`config.mk`:
```
export PLATFORM = sky130hd
export DESIGN_NAME = vector_writeback
export DESIGN_NICKNAME = d
export VERILOG_FILES = /design/src/rtl/vector_writeback.sv
export SDC_FILE = /design/constraint.sdc
export NUM_CORES = 1
export LEC_CHECK = 0
export BUFFER_PORTS_ARGS = -buffer_cell sky130_fd_sc_hd__buf_4
export CAP_MARGIN = 30
export CORE_AREA = 2 2 238 240
export DETAILED_ROUTE_END_ITERATION = 7
export DIE_AREA = 0 0 240 242
export PLACE_DENSITY = 0.86
export SYNTH_ARGS = -nofsm -noshare
export SYNTH_HDL_FRONTEND = slang
export SYNTH_SLANG_ARGS = --single-unit
```
`constraint.sdc`:
```
create_clock -name clk_i -period 7.1 [get_ports clk_i]
set_input_delay 0.71 -clock clk_i [delete_from_list [all_inputs] [get_ports clk_i]]
set_output_delay 0.71 -clock clk_i [all_outputs]
set_load 0.005 [all_outputs]
```
`src/rtl/vector_writeback.sv`:
```
// ============================================================================
// Module      : vector_writeback
// Description : Packs the vector-memory contents into DDR words and writes
//               them out as Avalon-style write transactions.
// Revision    : 1.0 - initial release
// ============================================================================
`default_nettype none

module vector_writeback #(
  parameter int D                 = 64,
  parameter int FIXED_POINT_WIDTH = 16,
  parameter int DDR_DATA_WIDTH    = 512,
  parameter int DDR_ADDR_WIDTH    = 32
) (
  input  logic                         clk_i,
  input  logic                         rst_ni,
  output logic                         in_ready_o,
  input  logic                         in_valid_i,
  input  logic [DDR_ADDR_WIDTH-1:0]    ddr_base_address_i,
  output logic                         done_o,
  output logic [$clog2(D)-1:0]         vector_addr_o,
  input  logic [FIXED_POINT_WIDTH-1:0] vector_r_data_i,
  output logic [DDR_ADDR_WIDTH-1:0]    ddr_address_o,
  output logic                         ddr_w_en_o,
  output logic [DDR_DATA_WIDTH-1:0]    ddr_w_data_o,
  input  logic                         ddr_waitrequest_n_i
);

  localparam int c_values_per_word = DDR_DATA_WIDTH / FIXED_POINT_WIDTH;
  localparam int c_num_writes      = D / c_values_per_word;
  localparam int c_lane_w          = (c_values_per_word > 1) ? $clog2(c_values_per_word) : 1;
  localparam int c_word_w          = $clog2(c_num_writes + 1);
  localparam int c_vaddr_w         = $clog2(D);

  typedef enum logic [1:0] {
    S_IDLE   = 2'd0,
    S_GATHER = 2'd1,
    S_WRITE  = 2'd2
  } state_t;

  state_t                      r_state;
  state_t                      w_state_next;
  logic [c_word_w-1:0]         r_word;
  logic [c_lane_w-1:0]         r_lane;
  logic [DDR_ADDR_WIDTH-1:0]   r_base;
  logic [DDR_DATA_WIDTH-1:0]   r_buffer;
  logic                        r_done;
  logic                        w_lane_last;
  logic                        w_word_last;
  logic                        w_accept;
  logic [c_vaddr_w-1:0]        w_vaddr;

  assign w_lane_last = (r_lane == c_lane_w'(c_values_per_word - 1));
  assign w_word_last = (r_word == c_word_w'(c_num_writes - 1));
  assign w_accept    = (r_state == S_WRITE) && ddr_waitrequest_n_i;
  assign w_vaddr     = c_vaddr_w'(int'(r_word) * c_values_per_word + int'(r_lane));

  always_ff @(posedge clk_i or negedge rst_ni) begin
    if (!rst_ni) begin
      r_state <= S_IDLE;
    end else begin
      r_state <= w_state_next;
    end
  end

  always_comb begin
    w_state_next = r_state;
    case (r_state)
      S_IDLE:   if (in_valid_i) w_state_next = S_GATHER;
      S_GATHER: if (w_lane_last) w_state_next = S_WRITE;
      S_WRITE:  if (ddr_waitrequest_n_i) w_state_next = w_word_last ? S_IDLE : S_GATHER;
      default:  w_state_next = S_IDLE;
    endcase
  end

  always_ff @(posedge clk_i or negedge rst_ni) begin
    if (!rst_ni) begin
      r_word   <= '0;
      r_lane   <= '0;
      r_base   <= '0;
      r_buffer <= '0;
      r_done   <= 1'b0;
    end else begin
      r_done <= w_accept && w_word_last;
      case (r_state)
        S_IDLE: begin
          if (in_valid_i) begin
            r_base <= ddr_base_address_i;
            r_word <= '0;
            r_lane <= '0;
          end
        end
        S_GATHER: begin
          // Lane 0 lands in the least-significant element slot.
          r_buffer[int'(r_lane)*FIXED_POINT_WIDTH +: FIXED_POINT_WIDTH] <= vector_r_data_i;
          r_lane <= w_lane_last ? '0 : r_lane + 1'b1;
        end
        S_WRITE: begin
          if (ddr_waitrequest_n_i) r_word <= r_word + 1'b1;
        end
        default: ;
      endcase
    end
  end

  // Unused outputs are forced to zero so downstream never sees stale data.
  assign in_ready_o    = (r_state == S_IDLE);
  assign done_o        = r_done;
  assign ddr_w_en_o    = (r_state == S_WRITE);
  assign ddr_address_o = ddr_w_en_o ? r_base + DDR_ADDR_WIDTH'(r_word) : '0;
  assign ddr_w_data_o  = ddr_w_en_o ? r_buffer : '0;
  assign vector_addr_o = (r_state == S_GATHER) ? w_vaddr : '0;

endmodule

`default_nettype wire

```
=== After elaboration in Yosys (flattened, before gate mapping) ===
Index checks and enable logic that the tools add are counted.

* Input port bits: 52
* Bits in writable memories: 0
* Bits in latches: 0
* Output and inout bits: 553
* Memories: 0
* ROM bits: 0
* Logic and storage cells: 44
* Bits in registers: 554

* Order comparisons: 0
* Reduce and logical (&&, ||, !) cells: 9
* Shifts and indexed selects: 2
* $mul: 0
* Eq/ne operators: 7
* Bitwise operators: 0
* Divide/modulo/power cells: 0
* Add/subtract/negate cells: 5
* Multiplexer cells: 15

{| class="wikitable"
|+ Operators with widths
! kind !! number
|-
| $bwmux W512 || 1
|-
| $mux W512 || 1
|-
| $shift A16 B33 Y512 const A || 1
|-
| $shiftx A16 B33 Y512 || 1
|-
| $neg A9 Y33 || 1
|-
| $add A32 B2 Y32 || 1
|-
| $mux W32 || 1
|-
| $mux W2 || 5
|-
| $mux W5 || 2
|-
| $pmux W5 S2 || 1
|-
| $add A6 B5 Y6 || 1
|-
| $mux W6 || 1
|-
| $pmux W2 S3 || 1
|-
| $reduce_and A3 Y1 || 2
|-
| $add A5 B1 Y5 const B || 1
|-
| $eq A5 B5 Y1 const B || 1
|-
| $eq A2 B1 Y1 const B || 2
|-
| $ne A2 B1 Y1 const B || 2
|-
| $pmux W2 S2 || 1
|-
| $reduce_and A2 Y1 || 2
|-
| $reduce_bool A2 Y1 || 2
|-
| $add A2 B1 Y2 const B || 1
|-
| $eq A2 B2 Y1 const B || 1
|-
| $logic_and A1 B1 Y1 || 2
|-
| other kinds (3) || 3
|}

=== Logic depth before layout (Yosys ltp) ===
Gate-level depths: netlist of run 1.

* Depth in word-level cells: 4
* Gate-level depth with buffers: 14
* Depth with buffers taken out: 9

=== Worst setup path after synthesis of run 1 ===
OpenSTA, ideal clock, no wires.

* Kind: reg2reg
* From: reg r_lane[0]
* To: reg r_buffer[358]
* Path buffers: 2
* Stages on the path, launching flop included: 12
* Arrival: 3143 ps
* Required time: 6975 ps
* Library setup time: 125 ps
* Period minus slack after synthesis: 3267 ps
* Slack: 3833 ps
* Cell sequence: dfrtp_1 buf_2 inv_1 ha_1 inv_1 nor3_1 ha_1 nor3b_2 nand3_1 nor4_2 buf_4 mux2_2

* Cells in the longest elaborated chain, start to end: 3
* Elaborated cells between the ends (all ways): 4
* Those cells by class: add/sub: 1; shift: 2; mux: 1

{| class="wikitable"
|+ RTL lines
! item !! line !! source
|-
| start, declared || 44 || <nowiki>logic [c_lane_w-1:0] r_lane;</nowiki>
|-
| start signal, assigned || 96 || <nowiki>r_lane <= w_lane_last ? '0 : r_lane + 1'b1;</nowiki>
|-
| $neg A9 Y33 (*) || 95 || <nowiki>r_buffer[int'(r_lane)*FIXED_POINT_WIDTH +: FIXED_POINT_WIDTH] <= vector_r_data_i;</nowiki>
|-
| $shiftx A16 B33 Y512 / $shift A16 B33 Y512 (equally long branches) || 95 ||
|-
| $bwmux W512 (*) || 95 ||
|-
| end signal, assigned by index || 95 ||
|-
| end, declared || 46 || <nowiki>logic [DDR_DATA_WIDTH-1:0] r_buffer;</nowiki>
|}

Every way passes the cells marked *; elsewhere a longest branch is shown, timed or not.
A chain may end at the register's enable or synchronous reset.

=== Worst setup path in the final report of run 1 ===
* From: reg r_lane[0]
* To: reg r_buffer[208]

The elaborated chain is that of the path after synthesis.

==> summary.md, run 1 <==
| Metric | Value |
|---|---|
| CTS Root Cell | `clkbuf_16` |
| Status | `complete, no violations` |
| Layout Utilization | `63.6%` |
| Synth area leaders | `dfrtp_1, mux2_2, and2_1` |
| Fill count | `4297` |
| Clk Latency, worst-skew pair | `around 0.62 ns` |
| Mapped Area | `28300 um2` |
| CTS sink count | `554` |
| Net Count, Synth | `2828` |
| CTS Hold Bufs | `0` |
| Final Hold Fails | `0` |
| CTS tree | `yes` |
| Die area | `58100 um2` |
| Via count | `23.9k` |
| Synth Flop Type | `dfrtp_1` |
| Total grt overflow | `0` |
| Critical path cell sequence | `inv_1 -> ha_1 -> inv_1 -> nor3_1 -> ha_1 -> nand3b_1 -> nor3b_1 -> nand3_1 -> mux2_2` |
| Most numerous cell in the Yosys netlist | `dfrtp_1` |
| Reg clk slew, reported paths | `0.06 ns` |
| Drc violations | `0` |
| CP endpoint kind | `flip-flop` |
| First-pass GRT wire length | `144 mm` |
| Area leader, netlist | `dfrtp_1` |
| Post-Route WL | `96.3 mm` |
| Largest net degree at the start of global routing | `180` |
| Rows | `87` |
| WP data arrival | `around 5.5 ns` |
| CTS Buf Count | `57` |
| DR vias/cell | `5.92` |
| Fmax | `199 MHz` |
| Antenna Nets Post-Route | `0` |
| Die Width | `240 um` |
| Layout area overhead | `25.3%` |
| Setup TNS | `0 ns` |
| Crit path max fanout | `31` |
| Post-synth top area share | `49.0%` |
| Initial Utilization | `between 50% and 60%` |
| Placer Congestion | `0.864` |
| Hold crit path type | `primary input to async pin` |
| Slew Limit Fails | `0` |
| Initial DRC count | `2446` |
| First-pass DRT Iterations | `6` |
| CP Launch Type | `flip-flop` |
| Yosys reg bits | `about 550` |
| Post-synth top cells | `dfrtp_1, and2_1, mux2_2` |
| Min Tclk post-route | `5.02 ns` |
| Num ports | `between 600 and 700` |
| Tightest Pin Transition | `about 1.1 ns` |
| Post-CTS Setup Bufs | `0` |
| CP max stage cell | `ha_1` |
| Worst path max stage delay | `1.01 ns` |
| DP HPWL | `62.4 mm` |
| Synthesized area per cell | `10.2 um2` |
| Clk buf depth | `3` |
| Final Skew | `0.0168 ns` |
| Syn. warnings | `0` |
| Tot Pwr | `12.5 mW` |
| Port Buf Inserts | `604` |
| Max_cap viols | `0` |
| Initial antenna violation count | `3` |
| Unrepaired setup endpoints after global routing | `false` |
| CTS resizes | `0` |
| Ys async rst share | `100%` |
| Depth of the most critical reg-to-reg path | `9` |
| Sequential share of the synthesized area | `49.0%` |
| Cell area power density | `352 nW/um2` |
| Die Y | `242 um` |
| VDD IR max | `0.264 mV` |
| Core Area | `55700 um2` |
| Leakage power | `about 17 nW` |
| Slew Limit Headroom | `27.2%` |
| Number of global-route vias before repair | `23.2k` |
| Endpoints failing setup | `0` |
| Netlist cell types | `just over 60` |
| Post-synthesis cell count | `about 2.8k` |
| Kind of critical path | `flip-flop to flip-flop` |
| Fin crit share | `70.6%` |
| Nets | `approximately 3.3k` |
| Layout cells sized above 1 | `32.8%` |
| Post-synth EDFFs | `0` |
| Hold WS | `0.101 ns` |
| WP data required | `7.59 ns` |
| GRT Util Overall | `32.4%` |
| # H-tree levels | `2` |
| Average wire per standard cell | `23.8 um` |
## state kept, by name (all words and copies together) (netlist names)
name / flops
r_state: 2
r_lane: 5
r_buffer: 512
done_o: 1
r_base: 32
r_word: 2
## area by class of cell
type	instances	area [um2]	area share (%)
well taps	756	946	2.67
flip-flops and latches	554	13900	39.1
clock buffers	84	1700	4.80
multi-input cells	1831	13000	36.8
inverters	142	541	1.53
repair buffers	652	5030	14.2
clock inverters	24	297	0.837
diodes	3	7.51	0.0212
## kinds of logic (layout without fill, tap and decap cells)
logic type / after synthesis / in the layout / synth area share, %
compound gates: 462 / 462 / 10.3
xor+xnor: 13 / 13 / 0.429
fa+ha+maj: 8 / 8 / 0.381
buf+inv: 383 / 902 / 5.40
flops: 554 / 554 / 49.0
mux: 429 / 429 / 16.5
other cells: 0 / 3 / 0
simple gates: 919 / 919 / 17.9
## worst paths after layout
check | startpoint | end | slack (ns)
min reg2reg | r_buffer[238] | r_buffer[238] | 0.49
min in group clk_i | ddr_base_address_i[12] | r_base[12] | 0.31
max in group asynchronous | rst_ni | r_buffer[466] | 5.43
max | r_lane[0] | r_buffer[208] | 2.08
min | rst_ni | r_base[3] | 0.10
max reg2reg | r_lane[0] | r_buffer[208] | 2.08
## layer usage
| metal | routed length, um | vias to the layer above | share of wire (%) | GRT usage (%) |
|---|---|---|---|---|
| met5 | 0 | - | 0 | 0 |
| li1 | - | 10400 | - | - |
| met2 | 43900 | 1342 | 46 | 49.2 |
| met3 | 8590 | 285 | 8.9 | 7.13 |
| met4 | 5180 | 0 | 5.4 | 16.6 |
| met1 | 38600 | 11900 | 40 | 43.8 |
## power breakdown
group,internal (mW),total (mW),switching (mW)
Combinational,1.42,4.51,3.08
Sequential,4.19,4.78,0.593
Clock,1.88,3.19,1.31
## per-stage QoR
step | instances | worst slack [ns] | instance area, um2
after floorplan | 2768 | 3.83 | 28300
after global placement | 3929 | 2.28 | 33300
after detailed placement | 3934 | 2.17 | 33400
after CTS | 4042 | 2.15 | 35400
after global routing | 4044 | 1.72 | 35400
final | 4046 | 2.08 | 35400
## layout by cell type, fill, tap and decap left out, types with 54 or more instances in the layout
master / synthesis / layout
buf_4: 6 / 642
dfrtp_1: 554 / 554
and2_1: 399 / 399
mux2_2: 290 / 290
nor2_1: 244 / 242
o21ai_0: 237 / 237
inv_1: 142 / 141
mux2i_1: 131 / 131
o41ai_1: 112 / 112
nand3_1: 63 / 62
and3_1: 61 / 61
clkbuf_16: 0 / 59
a21oi_1: 54 / 54
## critical path, delay by kind of cell (launching register included)
family | cells | cell delay [ns]
and+or+nand+nor | 4 | 1.66
adders and majority gates | 2 | 1.42
DFF | 1 | 0.85
muxes | 1 | 0.54
buffers and inverters | 2 | 0.39
(Power assumes the default switching activity.)
==> run 2: changes to the inputs <==
--- a/config.mk
+++ b/config.mk
@@ -7,10 +7,10 @@
 export LEC_CHECK = 0
 export BUFFER_PORTS_ARGS = -buffer_cell sky130_fd_sc_hd__buf_4
 export CAP_MARGIN = 30
-export CORE_AREA = 2 2 238 240
+export CORE_AREA = 2 2 237 239
 export DETAILED_ROUTE_END_ITERATION = 7
-export DIE_AREA = 0 0 240 242
-export PLACE_DENSITY = 0.86
+export DIE_AREA = 0 0 239 241
+export PLACE_DENSITY = 0.87
 export SYNTH_ARGS = -nofsm -noshare
 export SYNTH_HDL_FRONTEND = slang
 export SYNTH_SLANG_ARGS = --single-unit
==> constraint.sdc (replaced) <==
create_clock -name clk_i -period 4.97 [get_ports clk_i]
set_input_delay 0.497 -clock clk_i [delete_from_list [all_inputs] [get_ports clk_i]]
set_output_delay 0.497 -clock clk_i [all_outputs]
set_load 0.005 [all_outputs]
==> summary.md, run 2 (synthesis gave the netlist of run 1 again) <==
| Metric | Value |
|---|---|
| Status | `complete, but fails checks` |
| Failing checks | `negative hold slack` |
| Biggest regs | `r_buffer x512, r_base x32, r_lane x5` |
| Layout area overhead | `25.0%` |
| Port Buf Inserts | `~600` |
| Kind of critical path | `flip-flop to flip-flop` |
| Largest net degree at the start of global routing | `approximately 190` |
| Initial Utilization | `51.5%` |
| Average wire per standard cell | `24.4 um` |
| Most common cell after layout, fill and taps aside | `buf_4` |
| Rows | `86` |
| Antenna Nets Post-Route | `0` |
| Initial DRC count | `between 2k and 3k` |
| DR vias/cell | `6.06` |
| Via count | `24.2k` |
| CP Launch Type | `flip-flop` |
| Leakage power | `17.0 nW` |
| # H-tree levels | `2` |
| CTS Root Cell | `clkbuf_16` |
| Clk Latency, worst-skew pair | `roughly 0.62 ns` |
| Placer Congestion | `0.908` |
| Initial antenna violation count | `5` |
| Worst r2r dst | `r_buffer[86]` |
| Post-Route WL | `about 100 mm` |
| Reg2Reg Setup Slack | `~0.67 ns` |
| Fin crit share | `86.5%` |
| Total grt overflow | `0` |
| Number of global-route vias before repair | `23.4k` |
| CTS sink count | `554` |
| Crit path launch | `r_lane[0]` |
| First-pass GRT wire length | `144 mm` |
| Depth of the most critical reg-to-reg path | `11` |
| Nets | `3308` |
| CTS resizes | `0` |
| WP data arrival | `4.80 ns` |
| Unrepaired setup endpoints after global routing | `false` |
| Post-CTS Setup Bufs | `0` |
| Reg clk slew, reported paths | `0.06 ns` |
| Clk buf depth | `3` |
| Die Y | `241 um` |
| R2r startpoint | `r_lane[0]` |
| WP data required | `roughly 5.5 ns` |
| GRT Util Overall | `32.9%` |
| CTS tree | `yes` |
| Layout cells sized above 1 | `32.9%` |
| Final Hold Fails | `3` |
| Num ports | `~610` |
| CP endpoint kind | `flip-flop` |
| Final Non-Filler Cells | `4001` |
| Min Tclk post-route | `4.30 ns` |
| Drc violations | `0` |
| Slew Limit Fails | `0` |
| Core Area | `~55000 um2` |
| CTS Hold Bufs | `0` |
| Die area | `57600 um2` |
| DP HPWL | `63.4 mm` |
| VDD IR max | `0.460 mV` |
| Crit path max fanout | `30` |
| First-pass DRT Iterations | `7` |
| Endpoints failing setup | `0` |
| Commonest cells after routing, fill and taps aside | `buf_4, dfrtp_1, and2_1` |
| Hold crit path type | `primary input to async pin` |
| Die Width | `approximately 240 um` |
| Placed Instances | `3891` |
| Final Skew | `0.0255 ns` |
| Max_cap viols | `0` |
| CTS Buf Count | `58` |
| Slew Limit Headroom | `30.1%` |
| Fmax | `between 200 and 250 MHz` |
| Cell area power density | `505 nW/um2` |
| Setup TNS | `0 ns` |
| Reg with most FFs | `r_buffer` |
| Max FFs per register | `roughly 510` |
| Hold WS | `-0.00864 ns` |
| Tightest Pin Transition | `~1.0 ns` |
[run 2: cell count changes in the layout (fill, tap and decap cells not counted), moves of 4 or more]
cell,change
buf_4,+10
buf_12,+4
buf_16,-4
clkbuf_8,-4
[run 2: cell type report]
cell class | count | area [um2]
clock buffers | 80 | 1650
diodes | 4 | 10.0
fillers | 4119 | 19500
flip-flops and latches | 554 | 13900
inverters | 142 | 541
multi-input cells | 1831 | 13100
clock inverters | 25 | 295
repair buffers | 661 | 5060
well taps | 704 | 881
[run 2: through the flow]
stage | setup WS, ns | total power [mW] | utilization [%] | instance area (um2)
2_1_floorplan | 1.70 | 11.0 | - | 28300
3_3_place_gp | 0.815 | 12.9 | 60.8 | 33400
3_5_place_dp | 0.743 | 13.2 | 60.8 | 33400
4_1_cts | 0.732 | 17.7 | 64.4 | 35300
5_1_grt | 0.434 | 18.7 | 64.4 | 35300
6_report | 0.669 | 17.9 | 64.4 | 35400
[run 2: power breakdown]
part           internal, mW  total (mW)  switching (mW)
combinational          2.04        6.57            4.54
clock                  2.62        4.48            1.86
sequential             5.98        6.80           0.823
total                  10.6        17.9            7.22
[run 2: how the worst max path moves through the flow]
stage	to	slack (ns)	cells past startpoint
after floorplan	r_buffer[358]	1.70	11
after global placement	r_buffer[222]	0.81	11
after detailed placement	r_buffer[83]	0.74	11
after CTS	r_buffer[86]	0.73	11
after global routing	r_buffer[86]	0.43	11
final	r_buffer[86]	0.67	11
[run 2: metal layers]
layer | wire length (um) | track usage [%]
met1 | 38400 | 43.7
met2 | 45100 | 50.8
met3 | 8530 | 6.89
met4 | 5770 | 18.2
met5 | 43 | 0
[run 2: worst max-delay path, cell delays in order, from the launching register on]
cell	delay, ns
dfrtp_1	0.36
buf_4	0.22
inv_1	0.12
ha_1	0.47
inv_1	0.18
nor3_1	0.17
ha_1	0.18
buf_4	0.32
nand3b_1	0.27
nor3b_1	0.57
nand3_1	0.78
mux2_2	0.56
